<file path="src/rtl/fetch_unit_if.sv">
// Fetch bus between the fetch unit, the instruction ROM and decode/execute.
//
// Handshake: there is no valid/ready pair on this bus. The fetch unit presents
// inst_o/inst_pc_o with inst_valid_o; decode holds it by raising stall_i,
// which keeps the word on the outputs until stall_i drops. Execute redirects
// with a one-cycle br_taken_i pulse carrying br_target_i.
//
// Signals:
//   pc_o         fetch unit -> ROM     byte address being read
//   rom_inst_i   ROM -> fetch unit     registered ROM word (1-cycle latency)
//   stall_i      decode -> fetch unit  decode not accepting
//   br_taken_i   execute -> fetch unit redirect request
//   br_target_i  execute -> fetch unit redirect byte address
//   inst_o       fetch unit -> decode  instruction
//   inst_pc_o    fetch unit -> decode  PC of inst_o
//   inst_valid_o fetch unit -> decode  inst_o is a real fetched word
//   halted_o     fetch unit -> system  PC ran past the ROM image
interface fetch_unit_if;
    logic [31:0] pc_o;
    logic [31:0] rom_inst_i;
    logic        stall_i;
    logic        br_taken_i;
    logic [31:0] br_target_i;
    logic [31:0] inst_o;
    logic [31:0] inst_pc_o;
    logic        inst_valid_o;
    logic        halted_o;

    modport master (
        output pc_o,
        input  rom_inst_i,
        input  stall_i,
        input  br_taken_i,
        input  br_target_i,
        output inst_o,
        output inst_pc_o,
        output inst_valid_o,
        output halted_o
    );

    modport slave (
        input  pc_o,
        output rom_inst_i,
        output stall_i,
        output br_taken_i,
        output br_target_i,
        input  inst_o,
        input  inst_pc_o,
        input  inst_valid_o,
        input  halted_o
    );
endinterface

</file>
<file path="src/rtl/fetch_unit.sv">
// Instruction-fetch initiator for the instruction ROM.
//
// Issues one byte-address PC per cycle, pairs the ROM word returned a cycle
// later with the PC that fetched it, and hands both to decode. Supports decode
// stalls, single-cycle branch redirects from execute, and stops (halted_o)
// once the PC runs past the last ROM word.
//
// Ports:
//   clk  system clock, rising-edge
//   rst  asynchronous active-low reset
//   bus  fetch_unit_if.master (ROM address/data, decode outputs, stall/branch)
//
// Parameters:
//   MEM_DEPTH  number of 32-bit words in the ROM
//   RESET_PC   first PC fetched after reset (word-aligned)
module fetch_unit #(
    parameter int unsigned MEM_DEPTH = 7,
    parameter logic [31:0] RESET_PC  = 32'h0
) (
    input  logic         clk,
    input  logic         rst,
    fetch_unit_if.master bus
);

    localparam logic [29:0] DEPTH_WORDS = 30'(MEM_DEPTH);

    // pc_q: address being issued; pend_q/pend_pc_q: fetch whose data is on
    // rom_inst_i this cycle; halted_q: PC left the ROM image.
    logic [31:0] pc_q, pc_d;
    logic [31:0] pend_pc_q, pend_pc_d;
    logic        pend_q, pend_d;
    logic        halted_q, halted_d;

    logic        in_range;
    logic        hold;
    logic [1:0]  unused_tgt_lsb;

    // Branch targets are forced to word alignment; the low bits are dropped.
    assign unused_tgt_lsb = bus.br_target_i[1:0];

    assign in_range = (pc_q[31:2] < DEPTH_WORDS);

    // A stall only matters when there is a real word to hold, and a redirect
    // always overrides it.
    assign hold = bus.stall_i & pend_q & ~bus.br_taken_i;

    always_ff @(posedge clk or negedge rst) begin
        if (!rst) begin
            pc_q      <= RESET_PC;
            pend_q    <= 1'b0;
            pend_pc_q <= 32'h0;
            halted_q  <= 1'b0;
        end else begin
            pc_q      <= pc_d;
            pend_q    <= pend_d;
            pend_pc_q <= pend_pc_d;
            halted_q  <= halted_d;
        end
    end

    always_comb begin
        pc_d      = pc_q;
        pend_d    = pend_q;
        pend_pc_d = pend_pc_q;
        halted_d  = halted_q;
        if (bus.br_taken_i) begin
            // Squash the in-flight wrong-path word and restart at the target.
            pc_d     = {bus.br_target_i[31:2], 2'b00};
            pend_d   = 1'b0;
            halted_d = 1'b0;
        end else if (!hold) begin
            if (in_range) begin
                pend_d    = 1'b1;
                pend_pc_d = pc_q;
                pc_d      = pc_q + 32'd4;
            end else begin
                // Out of the image: stop issuing, keep the offending PC visible.
                pend_d   = 1'b0;
                halted_d = 1'b1;
            end
        end
    end

    // During a stall the ROM re-reads the pending word so its output is stable.
    assign bus.pc_o         = hold ? pend_pc_q : pc_q;
    assign bus.inst_o       = bus.rom_inst_i;
    assign bus.inst_pc_o    = pend_pc_q;
    assign bus.inst_valid_o = pend_q;
    assign bus.halted_o     = halted_q;

endmodule

</file>
<file path="src/flat_wrapper.sv">
// flat-port wrapper written by rule: the top's interface ports become plain ports
module fetch_unit_flat 
#(
    parameter int unsigned MEM_DEPTH = 7,
    parameter logic [31:0] RESET_PC  = 32'h0
)
  (clk, rst, bus_pc_o, bus_rom_inst_i, bus_stall_i, bus_br_taken_i, bus_br_target_i, bus_inst_o, bus_inst_pc_o, bus_inst_valid_o, bus_halted_o);
  fetch_unit_if bus_i ();
  input  logic clk;
  input  logic rst;
  output wire logic [$bits(bus_i.pc_o)-1:0] bus_pc_o;
  input wire logic [$bits(bus_i.rom_inst_i)-1:0] bus_rom_inst_i;
  input wire logic [$bits(bus_i.stall_i)-1:0] bus_stall_i;
  input wire logic [$bits(bus_i.br_taken_i)-1:0] bus_br_taken_i;
  input wire logic [$bits(bus_i.br_target_i)-1:0] bus_br_target_i;
  output wire logic [$bits(bus_i.inst_o)-1:0] bus_inst_o;
  output wire logic [$bits(bus_i.inst_pc_o)-1:0] bus_inst_pc_o;
  output wire logic [$bits(bus_i.inst_valid_o)-1:0] bus_inst_valid_o;
  output wire logic [$bits(bus_i.halted_o)-1:0] bus_halted_o;
  assign bus_pc_o = bus_i.pc_o;
  assign bus_i.rom_inst_i = bus_rom_inst_i;
  assign bus_i.stall_i = bus_stall_i;
  assign bus_i.br_taken_i = bus_br_taken_i;
  assign bus_i.br_target_i = bus_br_target_i;
  assign bus_inst_o = bus_i.inst_o;
  assign bus_inst_pc_o = bus_i.inst_pc_o;
  assign bus_inst_valid_o = bus_i.inst_valid_o;
  assign bus_halted_o = bus_i.halted_o;
  fetch_unit #(.MEM_DEPTH(MEM_DEPTH), .RESET_PC(RESET_PC)) u_core (.clk(clk), .rst(rst), .bus(bus_i));
endmodule
</file>
<file path="config.mk">
export PLATFORM = sky130hd
export DESIGN_NAME = fetch_unit_flat
export DESIGN_NICKNAME = d
export VERILOG_FILES = /design/src/rtl/fetch_unit_if.sv /design/src/rtl/fetch_unit.sv /design/src/flat_wrapper.sv
export SDC_FILE = /design/constraint.sdc
export NUM_CORES = 1
export LEC_CHECK = 0
export CORE_MARGIN = 4
export CORE_UTILIZATION = 43
export CTS_BUF_LIST = sky130_fd_sc_hd__clkbuf_8
export DETAILED_ROUTE_END_ITERATION = 12
export PLACE_DENSITY = 0.88
export SETUP_SLACK_MARGIN = 0.2
export SLEW_MARGIN = 10
export SYNTH_ARGS = -nofsm -noshare
export SYNTH_HDL_FRONTEND = slang
export SYNTH_SLANG_ARGS = --single-unit
export TNS_END_PERCENT = 100
</file>
<file path="constraint.sdc">
create_clock -name clk -period 4.5 [get_ports clk]
set_clock_uncertainty 0.05 [all_clocks]
set_input_delay 0.675 -clock clk [delete_from_list [all_inputs] [get_ports clk]]
set_output_delay 0.675 -clock clk [all_outputs]
set_load 0.05 [all_outputs]
</file>
* Word level (Yosys, flattened, before mapping)
Cells that the tools add are included.
W data, S select, Z words.
** Storage, ports and cells
- Register bits after elaboration :: 66
- Input bits :: 68
- Output and inout bits :: 98
- Word-level logic and storage cells :: 26
** Cells by class
- $add $sub $neg :: 1
- Order comparisons :: 1
- Eq/ne operators :: 2
- Muxes and demuxes :: 10
- Bitwise gates (word level) :: 4
- Reduce and logical (&&, ||, !) cells :: 4
** Operators by type and width (count)
- $mux W32 :: 4
- $add A32 B3 Y32 const B :: 1
- $lt A30 B3 Y1 const B :: 1
- $mux W1 :: 6
- $ne A2 B2 Y1 const B :: 2
- $reduce_and A2 Y1 :: 2
- $reduce_and A3 Y1 :: 1
- $and A1 B1 Y1 :: 2
- $not A1 Y1 :: 2
- $reduce_bool A2 Y1 :: 1

* Depth between registers and ports, before layout
Gate-level depths: netlist of the first run.
- Word-level depth :: 4
- Depth in mapped cells :: 6
- Mapped depth without buffers :: 5

* Worst setup path before layout of the first run
No wires, ideal clock.
- Kind :: input to output
- Start point :: input port bus_stall_i
- End point :: output port bus_pc_o[10]
- Arrival :: 1.680 ns
- Data required time :: 3.775 ns
- Setup slack :: 2.095 ns
- Stages :: 4
- Buffers on the path :: 1
- Path through :: nand2_1 -> or2_2 -> clkbuf_1 -> mux2_2
** On the way
- Word-level cells in the longest chain between the ends :: 3
** Ends and longest elaborated chain
- start, declared :: RTL line flat_wrapper.sv:13 : input wire logic [$bits(bus_i.stall_i)-1:0] bus_stall_i;
- $and A1 B1 Y1 (2 in series) :: RTL line fetch_unit.sv:45 : assign hold = bus.stall_i & pend_q & ~bus.br_taken_i;
- $mux W32 :: RTL line fetch_unit.sv:85 : assign bus.pc_o = hold ? pend_pc_q : pc_q;
- end, declared :: RTL line flat_wrapper.sv:11 : output wire logic [$bits(bus_i.pc_o)-1:0] bus_pc_o;
Every way passes these cells.

* Final worst setup path of the first run
- Start point :: input port bus_stall_i
- End point :: output port bus_pc_o[13]
Same word-level chain as after synthesis.

==> metrics, run 1 <==
Max Cap Viol 0; Top delay family on crit path buffers and inverters; Comb power frac 19.2%; Max-slew headroom 47.3%; Num CTS Buffers 9; critical path type in2out; Synth async-reset ratio 100%; # setup viols final 0; # diodes 0; critical path peak fanout 30; IO Port Bufs 95; hpwl dp 4.75 mm; Synth cell types 25; largest net degree at the start of global routing 40; Root Driver clkbuf_8; share of total power in the clock network 37.8%; DRT iter0 DRCs 32; Int Pwr 1.04 mW; switching share of power 27.2%; synth warn 0; top_reg_cell synth dfrtp_1; crit path launch type primary input; # H-tree levels 3; Crit. End Element primary output; design area 3970 um2; clock slew at reported path FFs 60 ps; DRC violations left 0; first-pass GRT wire length 11.0 mm; Final Hold Fails 0; most numerous cell in the Yosys netlist dfrtp_1; Horiz. Die Dim 91.3 um; FMAX 0.271 GHz; type of the tightest min-delay check in2async; CTS tree yes; DR WL/cell 17.5 um; top cells by area, synth dfrtp_1, mux2_2, buf_4; power per cell area 359 nW/um2; die area 8340 um2; clock buffer depth 2; WHS 310 ps; DP Cell Count 368; DR vias/cell 5.03; Seq/Total Area, Yosys 51.9%; Post-Syn Instances 233; Setup TNS 0 ps; Initial Util 44.2%; Slew Limit Fails 0; CTS Hold Bufs 0; gr usage total 17.0%; clock sinks 62; Pleak 1.73 nW; DRT antenna net count 0; most used cell along the critical path clkdlybuf4s50_1; layout cells sized above 1 28.4%; num ports 166; synthesized area 2990 um2; EDFF count, synth 0; Bufs and invs on worst path 2; RSZ-0062 raised after global routing no; P_sw 0.387 mW; # rows 30; Mapped Avg Cell Area 12.8 um2; GRT Residual Overflow 0; # fillers 574; core area 6760 um2; post-placement cell area 3750 um2; post-CTS sizing 0; Via Count 1928; clk_lat worst skew 330 ps; Slew @ Worst Pin 790 ps; Period Utilization, post-route 82.0%; WP data arrival 2970 ps; delay of the slowest critical-path stage 810 ps; vias in the first global route 2127; Yosys reg bits 62; outcome finished clean; final WL 6.72 mm; Non-Filler Instances 383; fin crit period 3690 ps; RePlAce Congestion 0.790; Required @ worst endpoint 3770 ps; Worst IR Drop VDD 0.250 mV; DR pass1 iterations 3; Die H 91.3 um; critical path, cell by cell clkdlybuf4s50_1 > nand2_1 > or2_2 > mux2_2 > clkdlybuf4s50_1; area leader, netlist dfrtp_1; setup bufs post-CTS 0; fin nets 368; area share of the largest cell type after synthesis 51.9%; initial antenna violation count 0; CP max stage cell clkdlybuf4s50_1; synth cell count leaders dfrtp_1, mux2_2, buf_4, nor2b_1, nor4_2; area delta synth->final 33.0%; sequential power share 43.0%
==> cell type report <==
type / instances / area (um2) / area share (%)
flip-flops and latches: 62 / 1550 / 39.1
multi-input cells: 126 / 1130 / 28.4
repair buffers: 98 / 963 / 24.3
clock buffers: 11 / 151 / 3.81
well taps: 80 / 100 / 2.52
clock inverters: 4 / 70.1 / 1.76
inverters: 2 / 7.51 / 0.189
==> power by group through the flow <==
stage,Sequential (mW),Combinational (mW),Clock (mW)
2_1_floorplan,0.615,0.254,0
3_3_place_gp,0.620,0.272,0
3_5_place_dp,0.622,0.275,0
4_1_cts,0.612,0.277,0.553
5_1_grt,0.615,0.289,0.581
6_report,0.612,0.274,0.539
==> logic make-up (layout without fill, tap and decap cells) <==
kind of cell / count (synthesis) / count (layout) / synth area share, %
AO/OA/AOI/OAI: 8 / 8 / 1.80
adder cells (fa/ha/maj): 1 / 1 / 0.419
buffers and inverters: 48 / 115 / 10.9
flip-flops: 62 / 62 / 51.9
multiplexers: 59 / 59 / 22.2
other: 1 / 4 / 0.126
AND/OR/NAND/NOR: 54 / 54 / 12.6
==> flip-flops by register name (all words and copies together), names as in the netlist <==
name                     flops
u_core.bus.inst_pc_o        30
u_core.pc_q                 30
u_core.bus.halted_o          1
u_core.bus.inst_valid_o      1
==> stage by stage <==
step	worst slack [ps]	total power [mW]	util, %
4_1_cts	789	1.44	58.8
5_1_grt	732	1.48	58.8
2_1_floorplan	2090	0.869	-
3_3_place_gp	798	0.892	55.5
3_5_place_dp	804	0.897	55.5
6_report	809	1.42	58.8
==> worst paths after layout <==
check	slack (ps)	start	depth (start not counted)	end
min in group clk	460	u_core.bus.inst_pc_o[4]	1	u_core.bus.inst_pc_o[4]
worst max-delay path	810	bus_stall_i	5	bus_pc_o[13]
worst min register to register	460	u_core.bus.inst_pc_o[4]	1	u_core.bus.inst_pc_o[4]
worst min-delay path	310	rst	1	u_core.bus.inst_pc_o[5]
max in group asynchronous	3200	rst	2	u_core.bus.inst_pc_o[15]
worst max register to register	2150	u_core.pc_q[2]	6	u_core.bus.inst_pc_o[14]
==> layout by cell type, fill, tap and decap left out, types with 2 or more instances in the layout <==
| master | count |
|---|---|
| clkdlybuf4s50_1 | 93 |
| dfrtp_1 | 62 |
| mux2_2 | 56 |
| nor2b_1 | 30 |
| clkbuf_8 | 11 |
| nor4_2 | 6 |
| nand2_1 | 4 |
| conb_1 | 4 |
| nor3_1 | 3 |
| nand2b_1 | 3 |
| o21ai_0 | 3 |
| mux2_1 | 3 |
| buf_4 | 3 |
| nand4_2 | 2 |
| nand3_1 | 2 |
| o31a_1 | 2 |
| inv_1 | 2 |
| bufinv_16 | 2 |
| clkinv_2 | 2 |
| buf_2 | 2 |
==> routing by layer <==
metal | track usage (%) | part of all wire [%] | vias to the layer above
met3 | 6.63 | 7.4 | 20
met2 | 29.2 | 51 | 75
met5 | 0 | 0 | -
li1 | - | - | 886
met4 | 7.91 | 1.9 | 0
met1 | 18.2 | 39 | 947
(Power assumes the default switching activity.)
==> run 2, diff against run 1 <==
Settings changed: CORE_UTILIZATION 43 to 36, PLACE_DENSITY 0.88 to 0.79.
Clock period 4.5 ns to 3.3 ns, I/O delays scaled along.
==> metrics, run 2 (same netlist as run 1, synthesis figures left out) <==
WP data arrival 2300 ps (-670 ps); post-CTS sizing 0 (unchanged); Max Cap Viol 0 (unchanged); first-pass GRT wire length 11.0 mm (-0.18%); # H-tree levels 3 (unchanged); RSZ-0062 raised after global routing no; Slew @ Worst Pin 1040 ps (+253 ps); most frequent cells in the layout clkdlybuf4s50_1, dfrtp_1, mux2_2; Final Hold Fails 0 (unchanged); crit path launch type primary input; post-place setup slack 431 ps (-373 ps); R2R setup slack 1100 ps (-1050 ps); design area 3880 um2 (-2.4%); clock buffer depth 2 (unchanged); clk_lat worst skew 320 ps (about the same); # setup viols final 0 (unchanged); Required @ worst endpoint 2750 ps (-1020 ps); post-placement cell area 3710 um2 (-1.1%); largest net degree at the start of global routing 47 (+18%); Top delay family on crit path simple AND/OR/NAND/NOR gates; Setup TNS 0 ps (unchanged); most common cell after layout, fill and taps aside clkdlybuf4s50_1; fin crit period 2840 ps; power per cell area 454 nW/um2 (+27%); Initial Util 37.9% (-6.3 points); setup bufs post-CTS 0 (unchanged); Bufs and invs on worst path 2 (unchanged); DRT iter0 DRCs 45 (+41%); outcome finished clean; DP Cell Count 391 (+6.3%); Period Utilization, post-route 86.2%; Pleak 1.74 nW (+0.79%); delay of the slowest critical-path stage 620 ps (-190 ps); Via Count 1967 (+2.0%); CTS tree yes; final WL 6.73 mm (+0.19%); Worst IR Drop VDD 0.297 mV (+19%); core area 7890 um2 (+17%); # diodes 0 (unchanged); CP max stage cell or2_2; vias in the first global route 2084 (-2.0%); worst reg2reg path endpoint u_core.bus.inst_pc_o[17]; DR vias/cell 4.83 (-4.0%); num ports 166 (unchanged); fin nets 369 (+0.27%); Die H 99.1 um (+8.5%); RePlAce Congestion 0.800 (+1.3%); CTS Hold Bufs 0 (unchanged); Max-slew headroom 30.4% (-17 points); type of the tightest min-delay check in2async; Worst R2R Start u_core.pc_q[2]; DR pass1 iterations 4 (+1); critical path type in2out; Slew Limit Fails 0 (unchanged); Horiz. Die Dim 99.1 um (+8.5%); Num CTS Buffers 9 (unchanged); Crit. End Element primary output; DRT antenna net count 0 (unchanged); hpwl dp 4.75 mm (+0.12%); clock sinks 62 (unchanged); Root Driver clkbuf_8; Final WS setup 456 ps (-353 ps); GRT Residual Overflow 0 (unchanged); initial antenna violation count 0 (unchanged); R2R cell count 6 (unchanged); DRC violations left 0 (unchanged); layout cells sized above 1 38.4% (+10 points); Non-Filler Instances 407 (+6.3%); DR WL/cell 16.5 um (-5.7%); gr usage total 14.1% (-2.8 points); area delta synth->final 29.8%; clock slew at reported path FFs 70 ps (about the same); IO Port Bufs 95 (unchanged); die area 9820 um2 (+18%); # rows 32 (+6.7%); FMAX 0.352 GHz; critical path, cell by cell clkdlybuf4s50_1 > nand2_1 > or2_2 > mux2_2 > buf_4; critical path peak fanout 30 (unchanged)
-- run 2: changes by cell type in the layout (fill, tap and decap cells not counted), sizes merged --
| cell | change |
|---|---|
| clkinv | +3 |
| bufinv | -2 |
| clkbuf | -1 |
| buf | +31 |
| inv | +1 |
| clkdlybuf4s50 | -30 |
-- run 2: layout make-up --
| type | count | area (um2) |
|---|---|---|
| Clock inverter | 6 | 28.8 |
| Sequential cell | 62 | 1550 |
| Tap cell | 102 | 128 |
| Clock buffer | 10 | 138 |
| Inverter | 2 | 7.51 |
| Fill cell | 704 | 4010 |
| Timing Repair Buffer | 99 | 896 |
| Multi-Input combinational cell | 126 | 1130 |
-- run 2: worst max-delay path by stage --
stage                            startpoint      endpoint  slack, ps  cells after the start
detailed placement              bus_stall_i  bus_pc_o[17]        430                      5
floorplan           u_core.bus.inst_valid_o  bus_pc_o[10]       1080                      4
global placement                bus_stall_i  bus_pc_o[19]        450                      5
CTS                             bus_stall_i  bus_pc_o[17]        440                      5
finish                          bus_stall_i  bus_pc_o[17]        460                      5
global route                    bus_stall_i  bus_pc_o[17]        360                      5
-- run 2: where the power goes --
part	switching, mW	total [mW]	internal [mW]
registers	0.0364	0.834	0.797
clock network	0.280	0.563	0.283
logic	0.216	0.362	0.146
-- run 2: metrics by stage --
step / utilization, % / hold WS (ps) / power [mW]
after detailed placement: 47.0 / 458 / 1.21
after CTS: 49.2 / 330 / 1.79
after floorplan: - / 149 / 1.18
after global placement: 47.0 / 436 / 1.21
final: 49.2 / 308 / 1.76
after global routing: 49.2 / 384 / 1.84
-- run 2: routing by layer --
layer	track usage (%)	vias up	share of wire, %
met2	21.8	86	46
met3	6.30	31	8.8
met4	5.78	0	3.2
li1	-	896	-
met1	17.2	954	42
met5	0	-	0
-- run 2: worst register-to-register path, delay by kind of cell, from the launching register on --
kind                       cells  cell delay, ps
AOI/OAI and AO/OA              1             230
adders and majority gates      1             260
and+or+nand+nor                3             720
DFF                            1             440
buffers and inverters          1             380
==> run 3, diff against run 2 <==
Settings changed: CORE_UTILIZATION 36 to 35, CTS_BUF_LIST sky130_fd_sc_hd__clkbuf_8 to default, PLACE_DENSITY 0.79 to 0.77, TNS_END_PERCENT 100 to 5.
==> metrics, run 3 (same netlist as run 1, synthesis figures left out) <==
outcome finished clean; highest metal used met4; setup bufs post-CTS 0 (unchanged); Period Utilization, post-route 85.8% (-0.38 points); Setup TNS 0 ps (unchanged); WHS 221 ps (-87.6 ps); Slew @ Worst Pin 871 ps (-173 ps); hpwl dp 4.70 mm (-1.0%); num ports 166 (unchanged); critical path peak fanout 30 (unchanged); # diodes 0 (unchanged); DR pass1 iterations 4 (unchanged); Final Hold Fails 0 (unchanged); Routed met3 length 672 um (+13%); Pleak 1.73 nW (-0.76%); CTS tree yes; vias in the first global route 2049 (-1.7%); # H-tree levels 3 (unchanged); # setup viols final 0 (unchanged); Num CTS Buffers 9 (unchanged); initial antenna violation count 0 (unchanged); RSZ-0062 raised after global routing no; DRC violations left 0 (unchanged); IO Port Bufs 95 (unchanged); most common cell after layout, fill and taps aside clkdlybuf4s50_1; DR WL/cell 16.4 um (-0.99%); type of the tightest min-delay check in2async; clock buffer depth 2 (unchanged); Non-Filler Instances 409 (+0.49%); Horiz. Die Dim 100 um (+1.3%); Required @ worst endpoint 2750 ps (about the same); RePlAce Congestion 0.799 (about the same); # rows 33 (+3.1%); final WL 6.70 mm (-0.51%); Slew Limit Fails 0 (unchanged); Initial Util 36.2% (-1.7 points); first-pass GRT wire length 10.7 mm (-2.2%); layout cells sized above 1 38.2% (-0.20 points); FMAX 0.353 GHz (+0.44%); WP data arrival 2290 ps (about the same); DRT iter0 DRCs 27 (-40%); clk_lat worst skew 330 ps (about the same); multi-input logic area 1130 um2 (unchanged); total power 1.83 mW (+4.0%); Worst IR Drop VDD 0.270 mV (-9.3%); post-placement cell area 3710 um2 (-0.10%); Via Count 1930 (-1.9%); clock sinks 62 (unchanged); DP Cell Count 393 (+0.51%); met1 WL 2.80 mm (-0.71%); die area 10100 um2 (+2.6%); clock slew at reported path FFs 70 ps (about the same); Crit. End Element primary output; power per cell area 470 nW/um2 (+3.5%); design area 3900 um2 (+0.52%); GRT Residual Overflow 0 (unchanged); DR vias/cell 4.72 (-2.4%); core area 8260 um2 (+4.7%); Max Cap Viol 0 (unchanged); gr usage total 13.8% (-0.32 points); routed wl met2 3.12 mm (+0.74%); R2R cell count 6 (unchanged); # fillers 772 (+9.7%); area delta synth->final 30.5%; critical path type in2out; R2R setup slack 1100 ps (about the same); worst reg2reg path endpoint u_core.bus.inst_pc_o[22]; Max-slew headroom 41.9% (+12 points); CTS Hold Bufs 0 (unchanged); crit path launch type primary input; largest net degree at the start of global routing 40 (-15%); FF+latch area 1550 um2 (unchanged); fin nets 368 (-0.27%); Worst R2R Start u_core.pc_q[2]; Die H 100 um (+1.3%); Root Driver clkbuf_8; DRT antenna net count 0 (unchanged); post-CTS sizing 0 (unchanged); Critical Path Source bus_stall_i; fin crit period 2830 ps (-12.5 ps); most frequent cells in the layout clkdlybuf4s50_1, dfrtp_1, mux2_2
run 3: changes by cell type in the layout (fill, tap and decap cells not counted):
cell,change
clkinvlp_4,+3
buf_4,-1
bufinv_16,+1
clkbuf_8,-1
clkinv_2,-3
inv_1,-1
clkbuf_1,+1
run 3: how the worst max path moves through the flow:
| stage | endpoint | slack (ps) | cells past startpoint |
|---|---|---|---|
| 3_3_place_gp | bus_pc_o[10] | 440 | 5 |
| 6_report | bus_pc_o[10] | 470 | 5 |
| 4_1_cts | bus_pc_o[10] | 440 | 5 |
| 2_1_floorplan | bus_pc_o[10] | 1080 | 4 |
| 5_1_grt | bus_pc_o[10] | 380 | 5 |
| 3_5_place_dp | bus_pc_o[10] | 460 | 5 |
run 3: layer usage:
metal / vias to the layer above / GRT usage (%)
li1: 896 / -
met3: 15 / 5.98
met2: 88 / 20.7
met5: - / 0
met4: 0 / 5.28
met1: 931 / 17.6
run 3: worst max-delay path: stages:
cell and delay (ps):
clkdlybuf4s50_1 440, nand2_1 90, or2_2 640, mux2_2 420
buf_4 190
run 3: layout make-up:
class	count	area share, %
Timing Repair Buffer	98	22.8
Inverter	2	0.193
Multi-Input combinational cell	126	29.0
Sequential cell	62	39.8
Tap cell	105	3.37
Clock inverter	6	1.61
Clock buffer	10	3.27
run 3: through the flow:
step                worst slack, ps  utilization, %
floorplan                      1080               -
global placement                444            44.9
detailed placement              455            44.9
CTS                             440            47.2
global route                    380            47.2
finish                          468            47.2
run 3: power by group:
group / total, mW / internal, mW / switching (mW)
registers: 0.834 / 0.797 / 0.0369
clock network: 0.636 / 0.346 / 0.290
logic: 0.360 / 0.145 / 0.215
total: 1.83 / 1.29 / 0.542
